--- config.mk ---
export PLATFORM = sky130hd
export DESIGN_NAME = warp_issue_scoreboard_flat
export DESIGN_NICKNAME = d
export VERILOG_FILES = /design/src/rtl/warp_issue_scoreboard_if.sv /design/src/rtl/warp_issue_scoreboard.sv /design/src/flat_wrapper.sv
export SDC_FILE = /design/constraint.sdc
export NUM_CORES = 2
export LEC_CHECK = 0
export BUFFER_PORTS_ARGS = -buffer_cell sky130_fd_sc_hd__buf_4
export CAP_MARGIN = 25
export CORE_AREA = 3 3 446 448
export CTS_CLUSTER_DIAMETER = 60
export DETAILED_ROUTE_END_ITERATION = 10
export DIE_AREA = 0 0 449 451
export GPL_ROUTABILITY_DRIVEN = 1
export SLEW_MARGIN = 5
export SYNTH_ARGS = -nofsm -noshare
export SYNTH_HDL_FRONTEND = slang
export SYNTH_SLANG_ARGS = --single-unit
--- constraint.sdc ---
create_clock -name clock -period 9.6 [get_ports clock]
set_clock_uncertainty 0.2 [all_clocks]
set_input_delay 1.44 -clock clock [delete_from_list [all_inputs] [get_ports clock]]
set_output_delay 1.44 -clock clock [all_outputs]
set_load 0.02 [all_outputs]
--- src/rtl/warp_issue_scoreboard_if.sv ---
// Issue-stage bundle: instruction-buffer heads in, issue slot out, writeback in,
// pending-table status out. The scoreboard sits on the slave side.
interface warp_issue_scoreboard_if #(
  parameter int unsigned ARCH_LEN  = 32,
  parameter int unsigned NUM_WARPS = 8,
  parameter int unsigned NUM_LANES = 16,
  parameter int unsigned OP_BITS   = 9,
  parameter int unsigned REG_BITS  = 8
);
  localparam int unsigned WARP_ID_BITS = $clog2(NUM_WARPS);

  // Per-warp instruction-buffer heads, warp g at [g*W +: W]
  logic [NUM_WARPS-1:0]           ibuf_valid;
  logic [NUM_WARPS-1:0]           ibuf_ready;
  logic [NUM_WARPS*ARCH_LEN-1:0]  ibuf_pc;
  logic [NUM_WARPS*OP_BITS-1:0]   ibuf_op;
  logic [NUM_WARPS*REG_BITS-1:0]  ibuf_rd;
  logic [NUM_WARPS*REG_BITS-1:0]  ibuf_rs1;
  logic [NUM_WARPS*REG_BITS-1:0]  ibuf_rs2;
  logic [NUM_WARPS*REG_BITS-1:0]  ibuf_rs3;
  logic [NUM_WARPS*32-1:0]        ibuf_imm32;
  logic [NUM_WARPS*NUM_LANES-1:0] ibuf_tmask;

  // Single-entry issue slot
  logic                    issue_valid;
  logic                    issue_ready;
  logic [WARP_ID_BITS-1:0] issue_wid;
  logic [ARCH_LEN-1:0]     issue_pc;
  logic [OP_BITS-1:0]      issue_op;
  logic [REG_BITS-1:0]     issue_rd;
  logic [REG_BITS-1:0]     issue_rs1;
  logic [REG_BITS-1:0]     issue_rs2;
  logic [REG_BITS-1:0]     issue_rs3;
  logic [31:0]             issue_imm32;
  logic [NUM_LANES-1:0]    issue_tmask;

  // Writeback and status
  logic                    wb_valid;
  logic [WARP_ID_BITS-1:0] wb_wid;
  logic [REG_BITS-1:0]     wb_rd;
  logic [NUM_WARPS-1:0]    pending_full;

  modport master (
    output ibuf_valid, ibuf_pc, ibuf_op, ibuf_rd, ibuf_rs1, ibuf_rs2, ibuf_rs3,
           ibuf_imm32, ibuf_tmask, issue_ready, wb_valid, wb_wid, wb_rd,
    input  ibuf_ready, issue_valid, issue_wid, issue_pc, issue_op, issue_rd,
           issue_rs1, issue_rs2, issue_rs3, issue_imm32, issue_tmask, pending_full
  );

  modport slave (
    input  ibuf_valid, ibuf_pc, ibuf_op, ibuf_rd, ibuf_rs1, ibuf_rs2, ibuf_rs3,
           ibuf_imm32, ibuf_tmask, issue_ready, wb_valid, wb_wid, wb_rd,
    output ibuf_ready, issue_valid, issue_wid, issue_pc, issue_op, issue_rd,
           issue_rs1, issue_rs2, issue_rs3, issue_imm32, issue_tmask, pending_full
  );
endinterface

--- src/rtl/warp_issue_scoreboard.sv ---
// Warp issue scoreboard: round-robin picks one hazard-free warp head per cycle,
// registers it into a single issue slot and tracks its in-flight rd per warp.
module warp_issue_scoreboard #(
  parameter int unsigned ARCH_LEN   = 32,
  parameter int unsigned NUM_WARPS  = 8,
  parameter int unsigned NUM_LANES  = 16,
  parameter int unsigned OP_BITS    = 9,
  parameter int unsigned REG_BITS   = 8,
  parameter int unsigned PEND_DEPTH = 4
) (
  input logic                     clock,
  input logic                     reset,
  warp_issue_scoreboard_if.slave  bus
);
  localparam int unsigned WARP_ID_BITS = $clog2(NUM_WARPS);

  // Unpacked heads
  logic [ARCH_LEN-1:0]  head_pc    [NUM_WARPS];
  logic [OP_BITS-1:0]   head_op    [NUM_WARPS];
  logic [REG_BITS-1:0]  head_rd    [NUM_WARPS];
  logic [REG_BITS-1:0]  head_rs1   [NUM_WARPS];
  logic [REG_BITS-1:0]  head_rs2   [NUM_WARPS];
  logic [REG_BITS-1:0]  head_rs3   [NUM_WARPS];
  logic [31:0]          head_imm32 [NUM_WARPS];
  logic [NUM_LANES-1:0] head_tmask [NUM_WARPS];

  // Pending-write table
  logic [PEND_DEPTH-1:0] pend_valid_q [NUM_WARPS];
  logic [PEND_DEPTH-1:0] pend_valid_d [NUM_WARPS];
  logic [REG_BITS-1:0]   pend_rd_q    [NUM_WARPS][PEND_DEPTH];
  logic [REG_BITS-1:0]   pend_rd_d    [NUM_WARPS][PEND_DEPTH];

  logic [NUM_WARPS-1:0]    hazard;
  logic [NUM_WARPS-1:0]    has_free;
  logic [NUM_WARPS-1:0]    eligible;
  logic [NUM_WARPS-1:0]    ibuf_ready;
  logic [WARP_ID_BITS-1:0] rr_ptr_q;
  logic [WARP_ID_BITS-1:0] scan_idx;
  logic [WARP_ID_BITS-1:0] grant_wid;
  logic                    grant_valid;
  logic                    slot_free;
  logic                    alloc_done;

  // Issue slot registers
  logic                    issue_valid_q;
  logic [WARP_ID_BITS-1:0] issue_wid_q;
  logic [ARCH_LEN-1:0]     issue_pc_q;
  logic [OP_BITS-1:0]      issue_op_q;
  logic [REG_BITS-1:0]     issue_rd_q;
  logic [REG_BITS-1:0]     issue_rs1_q;
  logic [REG_BITS-1:0]     issue_rs2_q;
  logic [REG_BITS-1:0]     issue_rs3_q;
  logic [31:0]             issue_imm32_q;
  logic [NUM_LANES-1:0]    issue_tmask_q;

  // Split the packed head buses into per-warp fields
  always_comb begin
    for (int w = 0; w < NUM_WARPS; w++) begin
      head_pc[w]    = bus.ibuf_pc[w*ARCH_LEN +: ARCH_LEN];
      head_op[w]    = bus.ibuf_op[w*OP_BITS +: OP_BITS];
      head_rd[w]    = bus.ibuf_rd[w*REG_BITS +: REG_BITS];
      head_rs1[w]   = bus.ibuf_rs1[w*REG_BITS +: REG_BITS];
      head_rs2[w]   = bus.ibuf_rs2[w*REG_BITS +: REG_BITS];
      head_rs3[w]   = bus.ibuf_rs3[w*REG_BITS +: REG_BITS];
      head_imm32[w] = bus.ibuf_imm32[w*32 +: 32];
      head_tmask[w] = bus.ibuf_tmask[w*NUM_LANES +: NUM_LANES];
    end
  end

  // Hazard and eligibility against registered table state only (no wb bypass)
  always_comb begin
    hazard   = '0;
    has_free = '0;
    eligible = '0;
    for (int w = 0; w < NUM_WARPS; w++) begin
      for (int e = 0; e < PEND_DEPTH; e++) begin
        if (pend_valid_q[w][e] &&
            ((head_rs1[w] != '0 && head_rs1[w] == pend_rd_q[w][e]) ||
             (head_rs2[w] != '0 && head_rs2[w] == pend_rd_q[w][e]) ||
             (head_rs3[w] != '0 && head_rs3[w] == pend_rd_q[w][e]) ||
             (head_rd[w]  != '0 && head_rd[w]  == pend_rd_q[w][e]))) begin
          hazard[w] = 1'b1;
        end
      end
      has_free[w] = ~&pend_valid_q[w];
      eligible[w] = bus.ibuf_valid[w] & ~hazard[w] & ((head_rd[w] == '0) | has_free[w]);
    end
  end

  assign slot_free = ~issue_valid_q | bus.issue_ready;

  // Round-robin grant: first eligible warp at or above the pointer, wrapping
  always_comb begin
    grant_valid = 1'b0;
    grant_wid   = rr_ptr_q;
    scan_idx    = rr_ptr_q;
    ibuf_ready  = '0;
    if (slot_free && !reset) begin
      for (int i = 0; i < NUM_WARPS; i++) begin
        scan_idx = rr_ptr_q + WARP_ID_BITS'(i);
        if (!grant_valid && eligible[scan_idx]) begin
          grant_valid = 1'b1;
          grant_wid   = scan_idx;
        end
      end
    end
    if (grant_valid) ibuf_ready[grant_wid] = 1'b1;
  end

  // Table next state: writeback clears matches; allocation uses the pre-clear
  // view so a slot freed this cycle is only reused next cycle
  always_comb begin
    pend_valid_d = pend_valid_q;
    pend_rd_d    = pend_rd_q;
    alloc_done   = 1'b0;
    if (bus.wb_valid && bus.wb_rd != '0) begin
      for (int e = 0; e < PEND_DEPTH; e++) begin
        if (pend_valid_q[bus.wb_wid][e] && pend_rd_q[bus.wb_wid][e] == bus.wb_rd) begin
          pend_valid_d[bus.wb_wid][e] = 1'b0;
        end
      end
    end
    if (grant_valid && head_rd[grant_wid] != '0) begin
      for (int e = 0; e < PEND_DEPTH; e++) begin
        if (!alloc_done && !pend_valid_q[grant_wid][e]) begin
          alloc_done                  = 1'b1;
          pend_valid_d[grant_wid][e]  = 1'b1;
          pend_rd_d[grant_wid][e]     = head_rd[grant_wid];
        end
      end
    end
  end

  // Issue slot, pointer and pending table state
  always_ff @(posedge clock) begin
    if (reset) begin
      issue_valid_q <= 1'b0;
      issue_wid_q   <= '0;
      issue_pc_q    <= '0;
      issue_op_q    <= '0;
      issue_rd_q    <= '0;
      issue_rs1_q   <= '0;
      issue_rs2_q   <= '0;
      issue_rs3_q   <= '0;
      issue_imm32_q <= '0;
      issue_tmask_q <= '0;
      rr_ptr_q      <= '0;
      pend_valid_q  <= '{default: '0};
      pend_rd_q     <= '{default: '0};
    end else begin
      pend_valid_q <= pend_valid_d;
      pend_rd_q    <= pend_rd_d;
      if (grant_valid) begin
        issue_valid_q <= 1'b1;
        issue_wid_q   <= grant_wid;
        issue_pc_q    <= head_pc[grant_wid];
        issue_op_q    <= head_op[grant_wid];
        issue_rd_q    <= head_rd[grant_wid];
        issue_rs1_q   <= head_rs1[grant_wid];
        issue_rs2_q   <= head_rs2[grant_wid];
        issue_rs3_q   <= head_rs3[grant_wid];
        issue_imm32_q <= head_imm32[grant_wid];
        issue_tmask_q <= head_tmask[grant_wid];
        rr_ptr_q      <= grant_wid + WARP_ID_BITS'(1);
      end else if (slot_free) begin
        issue_valid_q <= 1'b0;
      end
    end
  end

  // Status: a warp's table is full when every entry is valid
  always_comb begin
    for (int w = 0; w < NUM_WARPS; w++) begin
      bus.pending_full[w] = &pend_valid_q[w];
    end
  end

  assign bus.ibuf_ready  = ibuf_ready;
  assign bus.issue_valid = issue_valid_q;
  assign bus.issue_wid   = issue_wid_q;
  assign bus.issue_pc    = issue_pc_q;
  assign bus.issue_op    = issue_op_q;
  assign bus.issue_rd    = issue_rd_q;
  assign bus.issue_rs1   = issue_rs1_q;
  assign bus.issue_rs2   = issue_rs2_q;
  assign bus.issue_rs3   = issue_rs3_q;
  assign bus.issue_imm32 = issue_imm32_q;
  assign bus.issue_tmask = issue_tmask_q;

endmodule

--- src/flat_wrapper.sv ---
// flat-port wrapper written by rule: the top's interface ports become plain ports
module warp_issue_scoreboard_flat 
#(
  parameter int unsigned ARCH_LEN   = 32,
  parameter int unsigned NUM_WARPS  = 8,
  parameter int unsigned NUM_LANES  = 16,
  parameter int unsigned OP_BITS    = 9,
  parameter int unsigned REG_BITS   = 8,
  parameter int unsigned PEND_DEPTH = 4
)
  (clock, reset, bus_ibuf_valid, bus_ibuf_pc, bus_ibuf_op, bus_ibuf_rd, bus_ibuf_rs1, bus_ibuf_rs2, bus_ibuf_rs3, bus_ibuf_imm32, bus_ibuf_tmask, bus_issue_ready, bus_wb_valid, bus_wb_wid, bus_wb_rd, bus_ibuf_ready, bus_issue_valid, bus_issue_wid, bus_issue_pc, bus_issue_op, bus_issue_rd, bus_issue_rs1, bus_issue_rs2, bus_issue_rs3, bus_issue_imm32, bus_issue_tmask, bus_pending_full);
  warp_issue_scoreboard_if #(.ARCH_LEN(ARCH_LEN), .NUM_WARPS(NUM_WARPS), .NUM_LANES(NUM_LANES), .OP_BITS(OP_BITS), .REG_BITS(REG_BITS)) bus_i ();
  input logic clock;
  input logic reset;
  input wire logic [$bits(bus_i.ibuf_valid)-1:0] bus_ibuf_valid;
  input wire logic [$bits(bus_i.ibuf_pc)-1:0] bus_ibuf_pc;
  input wire logic [$bits(bus_i.ibuf_op)-1:0] bus_ibuf_op;
  input wire logic [$bits(bus_i.ibuf_rd)-1:0] bus_ibuf_rd;
  input wire logic [$bits(bus_i.ibuf_rs1)-1:0] bus_ibuf_rs1;
  input wire logic [$bits(bus_i.ibuf_rs2)-1:0] bus_ibuf_rs2;
  input wire logic [$bits(bus_i.ibuf_rs3)-1:0] bus_ibuf_rs3;
  input wire logic [$bits(bus_i.ibuf_imm32)-1:0] bus_ibuf_imm32;
  input wire logic [$bits(bus_i.ibuf_tmask)-1:0] bus_ibuf_tmask;
  input wire logic [$bits(bus_i.issue_ready)-1:0] bus_issue_ready;
  input wire logic [$bits(bus_i.wb_valid)-1:0] bus_wb_valid;
  input wire logic [$bits(bus_i.wb_wid)-1:0] bus_wb_wid;
  input wire logic [$bits(bus_i.wb_rd)-1:0] bus_wb_rd;
  output wire logic [$bits(bus_i.ibuf_ready)-1:0] bus_ibuf_ready;
  output wire logic [$bits(bus_i.issue_valid)-1:0] bus_issue_valid;
  output wire logic [$bits(bus_i.issue_wid)-1:0] bus_issue_wid;
  output wire logic [$bits(bus_i.issue_pc)-1:0] bus_issue_pc;
  output wire logic [$bits(bus_i.issue_op)-1:0] bus_issue_op;
  output wire logic [$bits(bus_i.issue_rd)-1:0] bus_issue_rd;
  output wire logic [$bits(bus_i.issue_rs1)-1:0] bus_issue_rs1;
  output wire logic [$bits(bus_i.issue_rs2)-1:0] bus_issue_rs2;
  output wire logic [$bits(bus_i.issue_rs3)-1:0] bus_issue_rs3;
  output wire logic [$bits(bus_i.issue_imm32)-1:0] bus_issue_imm32;
  output wire logic [$bits(bus_i.issue_tmask)-1:0] bus_issue_tmask;
  output wire logic [$bits(bus_i.pending_full)-1:0] bus_pending_full;
  assign bus_i.ibuf_valid = bus_ibuf_valid;
  assign bus_i.ibuf_pc = bus_ibuf_pc;
  assign bus_i.ibuf_op = bus_ibuf_op;
  assign bus_i.ibuf_rd = bus_ibuf_rd;
  assign bus_i.ibuf_rs1 = bus_ibuf_rs1;
  assign bus_i.ibuf_rs2 = bus_ibuf_rs2;
  assign bus_i.ibuf_rs3 = bus_ibuf_rs3;
  assign bus_i.ibuf_imm32 = bus_ibuf_imm32;
  assign bus_i.ibuf_tmask = bus_ibuf_tmask;
  assign bus_i.issue_ready = bus_issue_ready;
  assign bus_i.wb_valid = bus_wb_valid;
  assign bus_i.wb_wid = bus_wb_wid;
  assign bus_i.wb_rd = bus_wb_rd;
  assign bus_ibuf_ready = bus_i.ibuf_ready;
  assign bus_issue_valid = bus_i.issue_valid;
  assign bus_issue_wid = bus_i.issue_wid;
  assign bus_issue_pc = bus_i.issue_pc;
  assign bus_issue_op = bus_i.issue_op;
  assign bus_issue_rd = bus_i.issue_rd;
  assign bus_issue_rs1 = bus_i.issue_rs1;
  assign bus_issue_rs2 = bus_i.issue_rs2;
  assign bus_issue_rs3 = bus_i.issue_rs3;
  assign bus_issue_imm32 = bus_i.issue_imm32;
  assign bus_issue_tmask = bus_i.issue_tmask;
  assign bus_pending_full = bus_i.pending_full;
  warp_issue_scoreboard #(.ARCH_LEN(ARCH_LEN), .NUM_WARPS(NUM_WARPS), .NUM_LANES(NUM_LANES), .OP_BITS(OP_BITS), .REG_BITS(REG_BITS), .PEND_DEPTH(PEND_DEPTH)) u_core (.clock(clock), .reset(reset), .bus(bus_i));
endmodule
==> summary.md <==
| Metric | Value |
|---|---|
| Status | finished, violations left |
| Failing checks | slew limit |
| Antenna Nets Post-Route | 0 |
| Placed Cells incl. Taps | 8,332 |
| CTS tree | done |
| Reg2reg path depth | 24 |
| Max incr delay on CP | 640 ps |
| Initial antenna violation count | 118 |
| Leakage | 18.56 nW |
| Syn_area_per_cell | 7.736 um^2 |
| VDD IR max | 0.2000 mV |
| Die Width | 449 um |
| Mux cell area share after synthesis | 4.523% |
| Multi-input logic area | 27,060 um^2 |
| Final max-slew violation count | 38 |
| Synth Area in Adders | 0.09748% |
| CP arrival | 7610 ps |
| Worst reg2reg setup slack | 1580 ps |
| Syn Std Cell Area | 38,510 um^2 |
| Synthesized-area fraction occupied by xor and xnor cells | 24.13% |
| Reg area | 8328 um^2 |
| Overflow after GRT | 0 |
| Min-delay src | u_core.bus.issue_rd[6]$_SDFFE_PP0P_ |
| Cell row count | 162 |
| WP data required | 7960 ps |
| Area Overhead vs Synth | 39.17% |
| Critical Path Sink Type | output pin |
| Mapped Nets | 5,972 |
| I/O Buffers | 1,131 |
| Clock Tree Root | clkbuf_16 |
| Final Critical Period | 9249 ps |
| 1st-pass router iterations | 6 |
| #FFs+latches synth | 416 |
| CTS Buf Count | 72 |
| Number of synthesized flops with an enable pin | 0 |
| Clock sinks | 416 |
| CTS clk-pin slew, worst paths | 50 ps |
| Pwr Total | 13.16 mW |
| YS warnings | 0 |
| Fill count | 21,210 |
| Simple-gate area share of the yosys netlist | 16.82% |
| Reg2reg end | u_core.pend_rd_q[75]$_SDFFE_PP0P_ |
| Initial core utilization | 19.75% |
| WS Path Type | in -> out |
| Most frequent cells in the layout | 1,482 x buf_4, 1,030 x xnor2_1, 416 x dfxtp_1 |
| Hold Buf Count CTS | 0 |
| # DRC | 0 |
| Detailed Place HPWL | 313,700 um |
| FMAX | 108.1 MHz |
| Hold crit path type | reg -> reg |
| Hold Path Cell Cnt | 2 |
| Unrepaired setup endpoints after global routing | no |
| Post-route setup TNS | 0 ps |
| Fraction of registers with async set/reset | 0% |
| Mapped Cells | 4,978 |
| Reg2Reg Launch Point | u_core.pend_rd_q[158]$_SDFFE_PP0P_ |
| Sequential area share after synthesis | 21.63% |
| Placer Congestion | 1.077 |
| Routed WL | 386,300 um |
| Largest net degree at the start of global routing | 153 |
| Critical-path cell list | buf_4, or4_1, nor2_1, nor3_1, o41ai_1, nand2_1, o32a_1, a221oi_2, a221oi_1, or2_1, a31oi_1, a22oi_1, o31a_1, o31ai_4, buf_12, nor2_1, nand2_1, inv_1, buf_4 |
| Compound-Gate Fraction of Synth Area | 24.23% |
| Vias per inst | 5.810 |
| GRT Total Usage | 36.09% |
| Power density over the cells | 245.6 nW/um^2 |
| Detailed Route Iter0 Violations | 7,778 |
| Largest family of logic cells by synthesized area | compound AO/OA/AOI/OAI gates |
| Layout net count | 6,776 |
| Slew @ Worst Pin | 1517 ps |
| Rel. slew slack | -1.157% |
| H-tree depth | 3 |
| Max Fanout on Critical Path | 28 |
| First-pass GRT wire length | 485,200 um |
| Number of top-level pins | 1,132 |
| Die Y | 451 um |
| CP startpoint kind | primary input |
| Synth Flop Type | dfxtp_1 |
| Worst-case hold path end point | u_core.bus.issue_rd[6]$_SDFFE_PP0P_ |
| Tcrit/Tclk final | 96.35% |
| WL/cell | 45.42 um |
| Layout cells sized above 1 | 33.08% |
| Post-route insts no fill | 8,505 |
| Setup Viol. Count Final | 0 |
| Max-cap violations | 0 |
| CP Buf/Inv Count | 4 |
| Longest Clk Path Bufs | 3 |
| Clock Latency Late Sink | 730 ps |
| Vias in the first global route | 45,210 |
| CP delay by family, top | compound AO/OA/AOI/OAI gates |
| Worst path slowest cell | o32a_1 |
| Final Hold Fails | 0 |
| Core region area | 195,000 um^2 |
| Post-CTS Setup Inserts | 0 |
| Die Area | 202,500 um^2 |
| Commonest non-fill, non-tap cell in the layout | buf_4 |
| Unique masters post-synth | 105 |
| Post-CTS sizing | 0 |
| Vias | 49,420 |
[per-layer routing]
metal	share of wire (%)	vias up	GRT usage [%]
li1	-	19720	-
met1	39	24770	44.80
met2	41	3944	52.30
met3	11	938	10.52
met4	9.2	50	27.54
met5	0.11	-	0.3788
[worst register-to-register path, stage by stage (launching register included)]
cell,delay [ps]
dfxtp_1,920
xnor2_1,200
nand4_1,120
nor3_1,330
o41ai_1,160
nand2_1,680
nor4_1,150
o41ai_1,840
and3_1,340
o2111ai_1,120
or4b_1,540
o211ai_1,170
buf_4,220
buf_12,200
mux2i_1,290
buf_4,150
mux2_2,160
nand4_1,120
a221oi_1,350
or4b_4,660
buf_12,230
o2111ai_1,250
buf_4,220
mux2i_1,200
nor2_1,60
[flip-flops by register name (all words and copies together), names as in the netlist, 8 cells and up]
| register | count |
|---|---|
| u_core.pend_rd_q | 256 |
| u_core.bus.issue_imm32 | 32 |
| u_core.bus.issue_pc | 32 |
| u_core.pend_valid_q | 32 |
| u_core.bus.issue_tmask | 16 |
| u_core.bus.issue_op | 9 |
| u_core.bus.issue_rd | 8 |
| u_core.bus.issue_rs1 | 8 |
| u_core.bus.issue_rs2 | 8 |
| u_core.bus.issue_rs3 | 8 |
[logic make-up (layout without fill, tap and decap cells)]
group	count (synthesis)	after routing
buf+inv	837	1694
fa+ha+maj	3	3
mux	154	154
compound gates	1258	1258
other cells	0	46
flops	416	416
xor+xnor	1061	1061
simple gates	1249	1249
[cells in the mapped netlist (87+ instances only)]
cell / instances / share of area [%]
a221oi_1: 87 / 2.0
a22oi_1: 356 / 6.9
nand3_1: 137 / 1.8
clkbuf_1: 624 / 6.1
xnor2_1: 1030 / 23
dfxtp_1: 416 / 22
a31o_2: 129 / 2.9
buf_1: 109 / 1.1
o21ai_0: 140 / 1.8
mux2i_1: 105 / 2.7
nor2_1: 220 / 2.1
nand2_1: 221 / 2.2
a21oi_1: 177 / 2.3
nor3_1: 200 / 2.6
nand4_1: 297 / 4.8
[where the power goes]
group | switching (mW) | internal [mW]
Clock | 1.10 | 1.65
Sequential | 0.424 | 1.99
Combinational | 5.30 | 2.70
[worst max path at each step]
stage	from	depth (start not counted)	slack, ps	endpoint
6_report	bus_ibuf_rs2[24]	19	350	bus_ibuf_ready[2]
3_3_place_gp	bus_ibuf_rs2[24]	25	560	u_core.pend_rd_q[74]$_SDFFE_PP0P_
2_1_floorplan	bus_ibuf_rd[4]	21	1660	bus_ibuf_ready[1]
3_5_place_dp	bus_ibuf_rs2[24]	25	550	u_core.pend_rd_q[75]$_SDFFE_PP0P_
4_1_cts	bus_ibuf_rs2[24]	21	680	bus_ibuf_ready[1]
5_1_grt	bus_ibuf_rs2[24]	21	340	bus_ibuf_ready[1]
[final cells by class]
class / count / share of cell area (%)
Clock inverter: 41 / 0.8918
Tap cell: 2624 / 6.126
Antenna cell: 46 / 0.2148
Sequential cell: 416 / 15.54
Clock buffer: 86 / 3.672
Timing Repair Buffer: 1538 / 22.84
Inverter: 29 / 0.2265
Multi-Input combinational cell: 3725 / 50.49
[stage by stage]
stage	hold slack (ps)	setup WS [ps]	util [%]	cell area, um^2
after global routing	286.8	340.9	27.44	53520
after global placement	247.1	555.4	26.16	51020
final	261.9	350.7	27.48	53590
after CTS	265.1	679.9	27.43	53480
after detailed placement	256.0	554.5	26.17	51030
after floorplan	283.7	1659	-	38510
Power figures use the tool's default switching activity.
